--- config.mk ---
export PLATFORM = sky130hd
export DESIGN_NAME = change_trace_fifo
export DESIGN_NICKNAME = d
export VERILOG_FILES = /design/src/rtl/change_trace_fifo.sv
export SDC_FILE = /design/constraint.sdc
export NUM_CORES = 1
export LEC_CHECK = 0
export BUFFER_PORTS_ARGS = -buffer_cell sky130_fd_sc_hd__clkbuf_2
export CORE_MARGIN = 5
export CORE_UTILIZATION = 29
export DETAILED_ROUTE_END_ITERATION = 7
export HOLD_SLACK_MARGIN = 0.02
export PLACE_DENSITY = 0.51
export SETUP_SLACK_MARGIN = 0.4
export SLEW_MARGIN = 5
export SYNTH_ARGS = -nofsm -noshare
export SYNTH_HDL_FRONTEND = slang
export SYNTH_SLANG_ARGS = --single-unit
--- constraint.sdc ---
create_clock -name clk -period 3.9 [get_ports clk]
set_input_delay 0.78 -clock clk [delete_from_list [all_inputs] [get_ports clk]]
set_output_delay 0.78 -clock clk [all_outputs]
set_load 0.05 [all_outputs]
--- src/rtl/change_trace_fifo.sv ---
// change_trace_fifo
//   Value-change recorder. Samples `watch` on every rising edge and logs a
//   timestamped record into a circular FIFO whenever the sample differs from
//   the previous one. The first edge after reset always logs a record
//   (first=1, ts=0), in the manner of $monitor.
//
// Ports
//   clk, rst         : clock, synchronous active-high reset
//   watch            : bus under observation
//   out_valid/ready  : consumer handshake for the head record
//   out_ts/value/first : head record fields (don't-care while !out_valid)
//   overflow         : sticky, a record was dropped since reset
//   drops            : dropped-record count, saturating
//   level            : FIFO occupancy
//   o_dbg_state      : FSM state (0 = PRIME, 1 = RUN)
//
// Handshake: a record transfers on a rising edge where out_valid && out_ready.
// out_* hold steady while out_valid && !out_ready; out_ready with
// out_valid=0 has no effect.

module change_trace_fifo #(
  parameter int W      = 3,
  parameter int DEPTH  = 8,
  parameter int TS_W   = 16,
  parameter int DROP_W = 8
) (
  input  logic                     clk,
  input  logic                     rst,
  input  logic [W-1:0]             watch,
  output logic                     out_valid,
  input  logic                     out_ready,
  output logic [TS_W-1:0]          out_ts,
  output logic [W-1:0]             out_value,
  output logic                     out_first,
  output logic                     overflow,
  output logic [DROP_W-1:0]        drops,
  output logic [$clog2(DEPTH):0]   level,
  output logic                     o_dbg_state
);

  localparam int PW = $clog2(DEPTH);
  localparam int LW = PW + 1;

  typedef enum logic {ST_PRIME = 1'b0, ST_RUN = 1'b1} state_t;

  state_t            r_state;
  logic [W-1:0]      r_prev;
  logic [TS_W-1:0]   r_ts;
  logic [PW-1:0]     r_wptr;
  logic [PW-1:0]     r_rptr;
  logic [LW-1:0]     r_level;
  logic              r_overflow;
  logic [DROP_W-1:0] r_drops;

  logic [TS_W-1:0]   r_mem_ts  [DEPTH];
  logic [W-1:0]      r_mem_val [DEPTH];
  logic [DEPTH-1:0]  r_mem_first;

  logic w_pop;
  logic w_push_req;
  logic w_room;
  logic w_push_ok;
  logic w_drop;
  logic w_first;

  assign w_first    = (r_state == ST_PRIME);
  assign w_pop      = (r_level != '0) && out_ready;
  // Case-inequality so an X/Z sample in simulation counts as a change only
  // when it really differs; synthesis reduces this to a plain compare.
  assign w_push_req = w_first || (watch !== r_prev);
  // A full FIFO still accepts when the head leaves on the same edge.
  assign w_room     = (r_level < LW'(DEPTH)) || w_pop;
  assign w_push_ok  = w_push_req && w_room;
  assign w_drop     = w_push_req && !w_room;

  // Storage carries no reset: contents are only observed through out_valid.
  always_ff @(posedge clk) begin
    if (!rst && w_push_ok) begin
      r_mem_ts[r_wptr]    <= r_ts;
      r_mem_val[r_wptr]   <= watch;
      r_mem_first[r_wptr] <= w_first;
    end
  end

  always_ff @(posedge clk) begin
    if (rst) begin
      r_state    <= ST_PRIME;
      r_prev     <= '0;
      r_ts       <= '0;
      r_wptr     <= '0;
      r_rptr     <= '0;
      r_level    <= '0;
      r_overflow <= 1'b0;
      r_drops    <= '0;
    end else begin
      r_state <= ST_RUN;
      r_prev  <= watch;
      r_ts    <= r_ts + 1'b1;
      if (w_push_ok) r_wptr <= r_wptr + 1'b1;
      if (w_pop)     r_rptr <= r_rptr + 1'b1;
      r_level <= r_level + LW'(w_push_ok) - LW'(w_pop);
      if (w_drop) begin
        r_overflow <= 1'b1;
        if (r_drops != '1) r_drops <= r_drops + 1'b1;
      end
    end
  end

  assign out_valid   = (r_level != '0);
  assign out_ts      = r_mem_ts[r_rptr];
  assign out_value   = r_mem_val[r_rptr];
  assign out_first   = out_valid && r_mem_first[r_rptr];
  assign overflow    = r_overflow;
  assign drops       = r_drops;
  assign level       = r_level;
  assign o_dbg_state = r_state;

endmodule

* Word-level counts from Yosys, hierarchy flattened
Memory sizes are Yosys's and may differ from the RTL's. A register that Yosys moved wholly into a read port is not among the register bits.
Cells that the tools add are included.
** Cells by class
- Muxes and demuxes :: 12
- Reductions and logical operators :: 12
- Magnitude comparators :: 4
- Bitwise gates (word level) :: 1
- Equal/unequal tests :: 2
- Add/subtract/negate cells :: 6
** Operators with widths (count)
- adder 16 x 1 -> 16 bit (second input constant) :: 1
- two-way mux 3 bit :: 4
- adder 8 x 1 -> 8 bit (second input constant) :: 1
- bitwise mux 8 bit :: 1
- < comparator 3 x 4 -> 1 bit (second input constant) :: 2
- != test 8 bit (second input constant) :: 1
- adder 3 x 1 -> 3 bit (second input constant) :: 2
- logical AND 1 bit :: 6
- two-way mux 1 bit :: 5
- adder 4 x 1 -> 4 bit :: 1
- < comparator 4 bit (second input constant) :: 1
- nonzero test 4 bit :: 1
- subtractor 4 x 1 -> 4 bit :: 1
- binary-select mux 1 bit (select 3 bit) :: 1
- demux 1 bit (select 3 bit) :: 1
- greater-or-equal comparator 3 x 1 -> 1 bit (second input constant) :: 1
- !== test 3 bit :: 1
- logical NOT 1 bit :: 2
- logical OR 1 bit :: 2
- AND reduction 2 bit :: 1
- inverter 1 bit :: 1
** Storage, ports and cells
- Memory bits (writable) :: 152
- Input port bits :: 6
- Memories kept :: 2
- Register bits after elaboration :: 47
** Memory list
- r_mem_ts :: depth 8, width 16, rd ports 1, clocked after Yosys merged registers in 1, write ports 1, line 55 : logic [TS_W-1:0] r_mem_ts [DEPTH];
- r_mem_val :: depth 8, width 3, rd ports 1, clocked after Yosys merged registers in 1, write ports 1, line 56 : logic [W-1:0] r_mem_val [DEPTH];

* Logic depth before layout (Yosys ltp)
Gate-level depths: netlist (run 1).
- Depth in word-level cells :: 7
- Mapped depth :: 13

* Least setup slack after synthesis (run 1)
No wires, ideal clock.
- Kind :: reg2reg
- From :: register r_level[3], in the netlist level[3]
- To :: register r_mem_first[0], enable pin
- Library setup time :: 422 ps
- Stages on the path, launching flop included :: 9
- Arrival time :: 3388 ps
- Slack :: 89 ps
- Path buffers :: 1
- Path through :: dfxtp_1 > inv_1 > ha_1 > or3b_1 > buf_6 > a21o_2 > nand2_1 > or3_1 > nor3_1
** On the way
- Longest elaborated chain between the ends :: 5
- Elaborated cells on any way between the ends :: 6
- Those cells by class :: 1 x order compare; 5 x reduce/logical
** RTL lines
- start, declared :: line 51 : logic [LW-1:0] r_level;
- start signal, assigned :: line 101 : r_level <= r_level + LW'(w_push_ok) - LW'(w_pop);
- nonzero test 4 bit
- net out_valid :: line 30 : output logic out_valid,
- logical AND 1 bit :: line 67 : assign w_pop = (r_level != '0) && out_ready;
- logical OR 1 bit :: line 72 : assign w_room = (r_level < LW'(DEPTH)) || w_pop;
- logical AND 1 bit :: line 73 : assign w_push_ok = w_push_req && w_room;
- logical AND 1 bit :: line 78 : if (!rst && w_push_ok) begin
- end signal, assigned by index :: line 81 : r_mem_first[r_wptr] <= w_first;
- end, declared :: line 57 : logic [DEPTH-1:0] r_mem_first;
The timed path passes the listed nets, and every way through them passes these cells.
A chain may end at the register's enable or synchronous reset.

==> report_table.html, run 1 <==
<table>
<tr><th>Metric</th><th>Value</th></tr>
<tr><th colspan="2">Run status</th></tr>
<tr><td>Status</td><td>finished clean</td></tr>
<tr><th colspan="2">Routing</th></tr>
<tr><td>Total vias in the final route</td><td>about 3900</td></tr>
<tr><td>DRT antenna net count</td><td>0</td></tr>
<tr><td>DRC violation total after the first TritonRoute iteration</td><td>roughly 210</td></tr>
<tr><td>Via density per instance</td><td>between 4 and 5</td></tr>
<tr><td>Routed wire per std cell</td><td>around 18 um</td></tr>
<tr><td>Pre-antenna DRT Iters</td><td>4</td></tr>
<tr><td>Drt total wl</td><td>15000 um</td></tr>
<tr><td>Count of unresolved DRC violations after routing</td><td>0</td></tr>
<tr><th colspan="2">STA</th></tr>
<tr><td>Final-report max-slew violation count</td><td>0</td></tr>
<tr><td>Minimum period implied by the final worst setup slack</td><td>around 3.1 ns</td></tr>
<tr><td>Final number of setup-violating endpoints</td><td>0</td></tr>
<tr><td>Final hold viol count</td><td>0</td></tr>
<tr><td>Max Clock Skew</td><td>roughly 0.011 ns</td></tr>
<tr><td>Worst Max-Slew Pin Slew</td><td>about 0.65 ns</td></tr>
<tr><td>Worst-case headroom to the max-slew limit</td><td>a little under three fifths</td></tr>
<tr><td>Achievable clock frequency</td><td>0.326 GHz</td></tr>
<tr><td>Setup TNS Final</td><td>0 ns</td></tr>
<tr><td>Setup repair after global routing missed its margin</td><td>no</td></tr>
<tr><td>Part of the cycle the worst path needs</td><td>between 70% and 80%</td></tr>
<tr><th colspan="2">Place</th></tr>
<tr><td>Number of placed instances, taps included</td><td>slightly above 800</td></tr>
<tr><td>DP Area</td><td>about 0.0085 mm2</td></tr>
<tr><td>Final HPWL DP</td><td>~9200 um</td></tr>
<tr><td>Routability-driven placement congestion ratio</td><td>about 0.75</td></tr>
<tr><td>Port-buffer cells</td><td>40</td></tr>
<tr><th colspan="2">Power</th></tr>
<tr><td>P_leak</td><td>approximately 3 nW</td></tr>
<tr><td>Worst vdd rail ir drop</td><td>~0.45 mV</td></tr>
<tr><td>Cell-internal power</td><td>around 4.3 mW</td></tr>
<tr><td>Pwr Density</td><td>between 600 and 700 mW/mm2</td></tr>
<tr><td>Net switching power of the design</td><td>2.02 mW</td></tr>
<tr><td>Comb power frac</td><td>between 20 and 30%</td></tr>
<tr><td>Total Power Consumption</td><td>approximately 6.3 mW</td></tr>
<tr><td>Relative contribution of the clock network to total power</td><td>29.1%</td></tr>
<tr><td>Switching power as a share of total power</td><td>approximately a third</td></tr>
<tr><td>Sequential cell fraction of total power</td><td>between 40% and 50%</td></tr>
<tr><th colspan="2">Yosys</th></tr>
<tr><td>Area fraction in compound gates after synthesis</td><td>between 1.5 and 2%</td></tr>
<tr><td>Most used flip-flop cell after synthesis</td><td>sky130_fd_sc_hd__edfxtp_1</td></tr>
<tr><td>Netlist Area Pre-Place</td><td>0.00781 mm2</td></tr>
<tr><td>Number of enable-type register cells in the synthesized netlist</td><td>between 150 and 200</td></tr>
<tr><td>Multiplexer share of the synthesized area</td><td>about 15%</td></tr>
<tr><td>Main combinational cell family by area after synthesis</td><td>multiplexers</td></tr>
<tr><td>Area share of the leading cell type in the synthesized netlist</td><td>about three fifths</td></tr>
<tr><td>Yosys cell types</td><td>35</td></tr>
<tr><td>Sequential-to-total area share from yosys stat</td><td>between 70 and 80%</td></tr>
<tr><td>Net count of the mapped netlist</td><td>~450</td></tr>
<tr><td>Proportion of register bits with asynchronous set or reset after synthesis</td><td>0%</td></tr>
<tr><td>Total of flip-flops plus latches after synthesis</td><td>a little over 200</td></tr>
<tr><td>Xor/xnor cell area share of the yosys netlist</td><td>2.35%</td></tr>
<tr><td>Simple-gate area share of the yosys netlist</td><td>about 5.9%</td></tr>
<tr><td>Synth top area cells</td><td>sky130_fd_sc_hd__edfxtp_1 61%, sky130_fd_sc_hd__mux4_2 12%, sky130_fd_sc_hd__dfxtp_1 11%</td></tr>
<tr><td>Synthesized area per cell</td><td>18.0 um2</td></tr>
<tr><td>Yosys Warn Count</td><td>0</td></tr>
<tr><td>Post-Syn Instances</td><td>roughly 440</td></tr>
<tr><td>Dominant cell type by area after synthesis</td><td>sky130_fd_sc_hd__edfxtp_1</td></tr>
<tr><td>Share of synthesized cell area in full adder, half adder and majority cells</td><td>approximately 1.7%</td></tr>
<tr><th colspan="2">Clocking</th></tr>
<tr><td>Clock-pin slew on the worst setup and hold paths</td><td>0.06 ns</td></tr>
<tr><td>Htree depth</td><td>1</td></tr>
<tr><td>Number of hold buffers added after cts</td><td>0</td></tr>
<tr><td>Post-CTS Setup Inserts</td><td>0</td></tr>
<tr><td>Sink Count</td><td>between 200 and 250</td></tr>
<tr><td>Clock insertion delay at the later pin of the skew report</td><td>slightly below 0.5 ns</td></tr>
<tr><td>Clock buffer depth</td><td>3</td></tr>
<tr><td>Clock tree from TritonCTS</td><td>done</td></tr>
<tr><td>CTS Root Cell</td><td>sky130_fd_sc_hd__clkbuf_16</td></tr>
<tr><td>Number of CTS-inserted buffers</td><td>22</td></tr>
<tr><td>Total of cells resized after clock tree synthesis</td><td>0</td></tr>
<tr><th colspan="2">Worst setup path</th></tr>
<tr><td>Maximum single-stage delay on the critical path</td><td>0.59 ns</td></tr>
<tr><td>Critical Setup Path Class</td><td>register to output pin</td></tr>
<tr><td>Critical Path Source Type</td><td>register</td></tr>
<tr><td>Top cell family by delay on the critical path</td><td>multiplexers</td></tr>
<tr><td>Endpoint type of the worst setup path</td><td>output pin</td></tr>
<tr><td>Critical path data required time</td><td>around 3.1 ns</td></tr>
<tr><td>Master of the slowest instance on the critical path</td><td>sky130_fd_sc_hd__mux4_2</td></tr>
<tr><td>Critical Path Fanout Max</td><td>19</td></tr>
<tr><td>Crit. path cell count</td><td>4</td></tr>
<tr><td>Critical path data arrival time</td><td>around 2.3 ns</td></tr>
<tr><td>Number of cells on the worst reg-to-reg path</td><td>12</td></tr>
<tr><td>Cell-by-cell listing of the critical path</td><td>buf_4, mux4_2, mux2_2, clkbuf_2</td></tr>
<tr><td>Sum of buffers and inverters on the critical path</td><td>2</td></tr>
<tr><td>Source of the worst register-to-register timing path</td><td>level[3]$_SDFF_PP0_</td></tr>
<tr><th colspan="2">Final layout</th></tr>
<tr><td>Design area</td><td>roughly 0.0092 mm2</td></tr>
<tr><td>Count of nets after finishing</td><td>just over 500</td></tr>
<tr><td>Final cell count without fillers</td><td>~860</td></tr>
<tr><td>Antenna Cells</td><td>0</td></tr>
<tr><td>Share of layout cells above drive strength 1</td><td>a little under a third</td></tr>
<tr><td>Layout Area Growth over Synthesis</td><td>17.6%</td></tr>
<tr><td>Highest-count cells in the layout ignoring fill and taps</td><td>160 x sky130_fd_sc_hd__edfxtp_1, 41 x sky130_fd_sc_hd__dfxtp_1, 40 x sky130_fd_sc_hd__mux4_2, 40 x sky130_fd_sc_hd__clkbuf_2, 27 x sky130_fd_sc_hd__nor2_1</td></tr>
<tr><td>Commonest non-fill, non-tap cell in the layout</td><td>sky130_fd_sc_hd__edfxtp_1</td></tr>
<tr><th colspan="2">Global route</th></tr>
<tr><td>Maximum number of pins on one net before global-route repair</td><td>39</td></tr>
<tr><td>Wire length of the first global-routing pass</td><td>~24000 um</td></tr>
<tr><td>Global-route total usage across every layer</td><td>around a tenth</td></tr>
<tr><td>Grt total ovfl</td><td>0</td></tr>
<tr><td>Initial antenna violation count</td><td>0</td></tr>
<tr><td>Number of global-route vias before repair</td><td>4095</td></tr>
<tr><th colspan="2">Run</th></tr>
<tr><td># Max-Cap Violations</td><td>0</td></tr>
<tr><th colspan="2">Floorplanning</th></tr>
<tr><td>Area of the core region</td><td>0.0267 mm2</td></tr>
<tr><td>Chip Width</td><td>roughly 170 um</td></tr>
<tr><td>Die Y-Extent</td><td>around 170 um</td></tr>
<tr><td>Starting density of the core</td><td>between 20% and 30%</td></tr>
<tr><td>I/O Pins</td><td>approximately 40</td></tr>
<tr><td>Cell row count</td><td>60</td></tr>
<tr><td>Total Die Area</td><td>0.0303 mm2</td></tr>
<tr><th colspan="2">Worst hold path</th></tr>
<tr><td>WHS Path Cells</td><td>2</td></tr>
<tr><td>Type of the tightest min-delay check</td><td>register to register</td></tr>
<tr><td>Start point of the worst min-delay path</td><td>overflow$_SDFFE_PP0P_</td></tr>
</table>
==> state kept, by name (all words and copies together) (netlist names), named ones only <==
name         count
overflow         1
drops            8
r_rptr           3
r_mem_val       24
r_wptr           3
o_dbg_state      1
r_prev           3
r_mem_ts       128
r_mem_first      8
level            4
r_ts            16
==> worst min-delay path: stages, from the launching register on <==
cell                      delay [ns]
sky130_fd_sc_hd__dfxtp_1        0.33
sky130_fd_sc_hd__nor2_1         0.05
sky130_fd_sc_hd__nor2_1         0.07
==> Yosys cell counts (2+ instances only) <==
library cell               number
sky130_fd_sc_hd__nor2_1        33
sky130_fd_sc_hd__or4_1          2
sky130_fd_sc_hd__inv_1         11
sky130_fd_sc_hd__nand2b_1       2
sky130_fd_sc_hd__clkbuf_1      10
sky130_fd_sc_hd__o21ai_0        6
sky130_fd_sc_hd__xnor2_1        8
sky130_fd_sc_hd__nand2_1       13
sky130_fd_sc_hd__dfxtp_1       42
sky130_fd_sc_hd__or3_1          8
sky130_fd_sc_hd__buf_2          3
sky130_fd_sc_hd__edfxtp_1     160
sky130_fd_sc_hd__xor2_1        13
sky130_fd_sc_hd__ha_1           9
sky130_fd_sc_hd__a21oi_1       12
sky130_fd_sc_hd__mux2_2        20
sky130_fd_sc_hd__nand3_1       11
sky130_fd_sc_hd__and2_2         2
sky130_fd_sc_hd__mux4_2        40
sky130_fd_sc_hd__o31ai_1        2
sky130_fd_sc_hd__nor2b_1        5
sky130_fd_sc_hd__and3_1         2
sky130_fd_sc_hd__nand4_1        7
sky130_fd_sc_hd__nor3_1         3
==> per-layer routing <==
metal	part of all wire [%]	routed length [um]	global-route usage, %	up-vias
li1	-	-	-	1823
met1	46	6860	13.8	1996
met2	49	7340	16.3	79
met3	4.1	612	1.70	20
met4	1.2	187	2.21	0
met5	0	0	0	-
==> stage by stage <==
stage,util [%],hold slack [ns],setup WS [ns]
4_1_cts,34.4,0.492,0.767
2_1_floorplan,-,0.489,0.624
3_3_place_gp,32.0,0.464,0.920
3_5_place_dp,32.0,0.472,0.859
5_1_grt,34.4,0.536,0.709
6_report,34.4,0.483,0.834
==> worst paths after layout <==
path,slack (ns),to
setup / recovery,0.83,out_ts[6]
hold / removal,0.48,overflow$_SDFFE_PP0P_
setup reg to reg,1.17,level[2]$_SDFF_PP0_
hold reg to reg,0.48,overflow$_SDFFE_PP0P_
==> cells by family (layout without fill, tap and decap cells) <==
family                   count (synthesis)  count (layout)
flip-flops                             202             202
AND/OR/NAND/NOR                         91              91
multiplexers                            61              61
buffers and inverters                   26             106
AO/OA/AOI/OAI                           24              24
XOR/XNOR                                21              21
adder cells (fa/ha/maj)                 10              10
==> layout make-up <==
cell class | count | area, um2
flip-flops and latches | 202 | 5650
clock inverters | 10 | 50.0
fillers | 2551 | 17500
multi-input cells | 207 | 2100
well taps | 341 | 427
repair buffers | 58 | 335
inverters | 11 | 41.3
clock buffers | 27 | 591
==> power groups by stage <==
stage / clock network, mW / logic (mW) / registers, mW
global route: 1.99 / 1.96 / 2.66
global placement: 0 / 1.86 / 2.67
detailed placement: 0 / 1.87 / 2.68
CTS: 1.89 / 1.88 / 2.64
finish: 1.83 / 1.82 / 2.64
floorplan: 0 / 1.36 / 2.73
Note: power is estimated with default switching activity, not from simulation.
==> run 2, diff against run 1 <==
==> constraint.sdc (replaced) <==
create_clock -name clk -period 3.1 [get_ports clk]
set_input_delay 0.62 -clock clk [delete_from_list [all_inputs] [get_ports clk]]
set_output_delay 0.62 -clock clk [all_outputs]
set_load 0.05 [all_outputs]
==> run 2 against run 1 <==
Effect of this change:
- first-iteration DRC count up 27%
- critical path depth up 1
- wire length up 7.8%
- worst setup slack worse by 0.56 ns
- sequential share of layout area down 3.2 points
- flip-flop and latch count unchanged
- sequential power up 27%
- combinational power up 67%
- cell area up 5.8%
- register-to-register slack worse by 0.63 ns
- power up 40%
- clock power up 31%
- largest power group unchanged
==> report_table.html, run 2 (synthesis results as in run 1) <==
<table>
<tr><th>Metric</th><th>Value</th></tr>
<tr><th colspan="2">Clocking</th></tr>
<tr><td>Clock buffer depth</td><td>3 (unchanged)</td></tr>
<tr><td>Htree depth</td><td>1 (unchanged)</td></tr>
<tr><td>Clock insertion delay at the later pin of the skew report</td><td>0.49 ns (about the same)</td></tr>
<tr><td>Number of CTS-inserted buffers</td><td>22 (unchanged)</td></tr>
<tr><td>Clock-pin slew on the worst setup and hold paths</td><td>0.06 ns (about the same)</td></tr>
<tr><td>Sink Count</td><td>202 (unchanged)</td></tr>
<tr><td>Clock tree from TritonCTS</td><td>done (unchanged)</td></tr>
<tr><td>CTS Root Cell</td><td>sky130_fd_sc_hd__clkbuf_16 (unchanged)</td></tr>
<tr><th colspan="2">Floorplanning</th></tr>
<tr><td>Area of the core region</td><td>0.0267 mm2 (unchanged)</td></tr>
<tr><td>Starting density of the core</td><td>29.2% (unchanged)</td></tr>
<tr><td>Chip Width</td><td>174 um (unchanged)</td></tr>
<tr><td>Cell row count</td><td>60 (unchanged)</td></tr>
<tr><td>I/O Pins</td><td>41 (unchanged)</td></tr>
<tr><td>Die Y-Extent</td><td>174 um (unchanged)</td></tr>
<tr><td>Total Die Area</td><td>0.0303 mm2 (unchanged)</td></tr>
<tr><th colspan="2">Final layout</th></tr>
<tr><td>Count of nets after finishing</td><td>521 (was 518)</td></tr>
<tr><td>Max FFs per register</td><td>128 (unchanged)</td></tr>
<tr><td>Share of layout cells above drive strength 1</td><td>32.5% (was 31.1%)</td></tr>
<tr><td>Core occupancy in the finished layout</td><td>36.4% (was 34.4%)</td></tr>
<tr><td>Largest Register</td><td>r_mem_ts (unchanged)</td></tr>
<tr><td>Layout Area Growth over Synthesis</td><td>24.4% (was 17.6%)</td></tr>
<tr><td>Design area</td><td>0.00972 mm2 (was 0.00919 mm2)</td></tr>
<tr><td>Antenna Cells</td><td>0 (unchanged)</td></tr>
<tr><td>Highest-count cells in the layout ignoring fill and taps</td><td>160 x sky130_fd_sc_hd__edfxtp_1, 40 x sky130_fd_sc_hd__mux4_2, 37 x sky130_fd_sc_hd__dfxtp_1 (was 160 x sky130_fd_sc_hd__edfxtp_1, 41 x sky130_fd_sc_hd__dfxtp_1, 40 x sky130_fd_sc_hd__mux4_2, 40 x sky130_fd_sc_hd__clkbuf_2, 27 x sky130_fd_sc_hd__nor2_1)</td></tr>
<tr><td>Count of fill cells added during filler insertion</td><td>2474 (was 2551)</td></tr>
<tr><td>Largest registers ranked by flip-flop count</td><td>r_mem_ts x128, r_mem_val x24, r_ts x16 (unchanged)</td></tr>
<tr><td>Commonest non-fill, non-tap cell in the layout</td><td>sky130_fd_sc_hd__edfxtp_1 (unchanged)</td></tr>
<tr><td>Final cell count without fillers</td><td>861 (was 856)</td></tr>
<tr><th colspan="2">Worst setup path</th></tr>
<tr><td>Critical Path Fanout Max</td><td>5 (was 19)</td></tr>
<tr><td>Critical path data arrival time</td><td>2.20 ns (was 2.29 ns)</td></tr>
<tr><td>Master of the slowest instance on the critical path</td><td>sky130_fd_sc_hd__mux4_2 (unchanged)</td></tr>
<tr><td>Cell-by-cell listing of the critical path</td><td>buf_12, buf_16, mux4_2, mux2_4, clkbuf_16 (was buf_4, mux4_2, mux2_2, clkbuf_2)</td></tr>
<tr><td>Sum of buffers and inverters on the critical path</td><td>3 (was 2)</td></tr>
<tr><td>Critical path data required time</td><td>2.48 ns (was 3.12 ns)</td></tr>
<tr><td>Critical Path Source Type</td><td>register (unchanged)</td></tr>
<tr><td>Endpoint type of the worst setup path</td><td>output pin (unchanged)</td></tr>
<tr><td>Maximum single-stage delay on the critical path</td><td>0.50 ns (was 0.59 ns)</td></tr>
<tr><td>Top cell family by delay on the critical path</td><td>multiplexers (unchanged)</td></tr>
<tr><td>Critical Setup Path Class</td><td>register to output pin (unchanged)</td></tr>
<tr><th colspan="2">Place</th></tr>
<tr><td>Port-buffer cells</td><td>40 (unchanged)</td></tr>
<tr><td>Routability-driven placement congestion ratio</td><td>0.803 (was 0.751)</td></tr>
<tr><td>DP Area</td><td>0.00860 mm2 (was 0.00855 mm2)</td></tr>
<tr><td>Number of placed instances, taps included</td><td>814 (was 819)</td></tr>
<tr><td>Final HPWL DP</td><td>8730 um (was 9170 um)</td></tr>
<tr><th colspan="2">Global route</th></tr>
<tr><td>Number of global-route vias before repair</td><td>4343 (was 4095)</td></tr>
<tr><td>Initial antenna violation count</td><td>0 (unchanged)</td></tr>
<tr><td>Global-route total usage across every layer</td><td>10.8% (was 9.87%)</td></tr>
<tr><td>Wire length of the first global-routing pass</td><td>25400 um (was 23800 um)</td></tr>
<tr><td>Grt total ovfl</td><td>0 (unchanged)</td></tr>
<tr><td>Maximum number of pins on one net before global-route repair</td><td>39 (unchanged)</td></tr>
<tr><th colspan="2">Power</th></tr>
<tr><td>Net switching power of the design</td><td>2.71 mW (was 2.02 mW)</td></tr>
<tr><td>Switching power as a share of total power</td><td>30.9% (was 32.1%)</td></tr>
<tr><td>Cell-internal power</td><td>6.08 mW (was 4.27 mW)</td></tr>
<tr><td>Sequential cell fraction of total power</td><td>38.2% (was 41.9%)</td></tr>
<tr><td>P_leak</td><td>3.24 nW (was 3.05 nW)</td></tr>
<tr><td>Relative contribution of the clock network to total power</td><td>27.2% (was 29.1%)</td></tr>
<tr><td>Pwr Density</td><td>905 mW/mm2 (was 684 mW/mm2)</td></tr>
<tr><td>Worst vdd rail ir drop</td><td>0.516 mV (was 0.451 mV)</td></tr>
<tr><td>Total Power Consumption</td><td>8.79 mW (was 6.28 mW)</td></tr>
<tr><td>Comb power frac</td><td>34.6% (was 28.9%)</td></tr>
<tr><th colspan="2">STA</th></tr>
<tr><td>Part of the cycle the worst path needs</td><td>91.1%</td></tr>
<tr><td>Setup repair after global routing missed its margin</td><td>yes (was no)</td></tr>
<tr><td>Minimum period implied by the final worst setup slack</td><td>roughly 2.8 ns</td></tr>
<tr><td>Final-report max-slew violation count</td><td>0 (unchanged)</td></tr>
<tr><td>Final number of setup-violating endpoints</td><td>0 (unchanged)</td></tr>
<tr><td>Worst-case headroom to the max-slew limit</td><td>52.8% (was 56.6%)</td></tr>
<tr><td>Max Clock Skew</td><td>0.0123 ns (was 0.0106 ns)</td></tr>
<tr><td>Achievable clock frequency</td><td>0.354 GHz</td></tr>
<tr><td>Final hold viol count</td><td>0 (unchanged)</td></tr>
<tr><td>Worst Max-Slew Pin Slew</td><td>0.702 ns (was 0.647 ns)</td></tr>
<tr><td>Setup TNS Final</td><td>0 ns (unchanged)</td></tr>
<tr><th colspan="2">Worst hold path</th></tr>
<tr><td>Type of the tightest min-delay check</td><td>input port to register (was register to register)</td></tr>
<tr><th colspan="2">Run status</th></tr>
<tr><td>Status</td><td>finished clean (unchanged)</td></tr>
<tr><th colspan="2">Routing</th></tr>
<tr><td>Pre-antenna DRT Iters</td><td>4 (unchanged)</td></tr>
<tr><td>DRC violation total after the first TritonRoute iteration</td><td>262 (was 206)</td></tr>
<tr><td>Routed wire per std cell</td><td>18.8 um (was 17.5 um)</td></tr>
<tr><td>Count of unresolved DRC violations after routing</td><td>0 (unchanged)</td></tr>
<tr><td>DRT antenna net count</td><td>0 (unchanged)</td></tr>
<tr><td>Total vias in the final route</td><td>3997 (was 3918)</td></tr>
<tr><td>Via density per instance</td><td>4.64 (was 4.58)</td></tr>
<tr><td>Drt total wl</td><td>16200 um (was 15000 um)</td></tr>
<tr><th colspan="2">Run</th></tr>
<tr><td># Max-Cap Violations</td><td>0 (unchanged)</td></tr>
</table>
## run 2: cell count changes in the layout (fill, tap and decap cells not counted), sizes merged
cell and delta:
clkbuf +4, inv -1, clkinvlp -1, clkinv -5
buf +8
## run 2: timing repair
item	CTS	global route
setup buffers	2	1
endpoints found under the setup margin	20	23
gates resized for setup	58	10
cloned	5	0
hold buffers	0	0
pin swaps	0	1
## run 2: metal layers
layer / track usage, % / vias to the layer above / wire (um)
met4: 2.77 / 0 / 297
met5: 0 / - / 0
met2: 18.3 / 90 / 7990
li1: - / 1839 / -
met1: 14.3 / 2044 / 7240
met3: 1.94 / 24 / 642
## run 2: power groups by stage
stage / clock network (mW) / logic (mW) / registers, mW
2_1_floorplan: 0 / 1.74 / 3.44
3_3_place_gp: 0 / 2.36 / 3.37
3_5_place_dp: 0 / 2.39 / 3.39
4_1_cts: 2.47 / 3.05 / 3.37
5_1_grt: 2.57 / 3.25 / 3.39
6_report: 2.39 / 3.04 / 3.36
## run 2: metrics by stage
stage / hold slack [ns] / setup WS (ns)
detailed placement: 0.478 / 0.487
global placement: 0.460 / 0.548
floorplan: 0.489 / 0.425
CTS: 0.334 / 0.232
finish: 0.367 / 0.275
global route: 0.371 / 0.221
## run 2: cell type report
type | instances | area [um2] | area share [%]
Clock inverter | 3 | 12.5 | 0.129
Sequential cell | 202 | 5660 | 58.2
Multi-Input combinational cell | 207 | 2180 | 22.4
Inverter | 11 | 41.3 | 0.425
Clock buffer | 36 | 644 | 6.63
Tap cell | 341 | 427 | 4.39
Timing Repair Buffer | 61 | 757 | 7.79
## run 2: final timing paths
check | start | to | slack [ns] | depth (start not counted)
worst max-delay path | register | out_value[2] | 0.28 | 5
worst min-delay path | rst | o_dbg_state$_DFF_P_ | 0.37 | 2
worst max register to register | level[3]$_SDFF_PP0_ | level[2]$_SDFF_PP0_ | 0.54 | 12
worst min register to register | overflow$_SDFFE_PP0P_ | overflow$_SDFFE_PP0P_ | 0.48 | 2
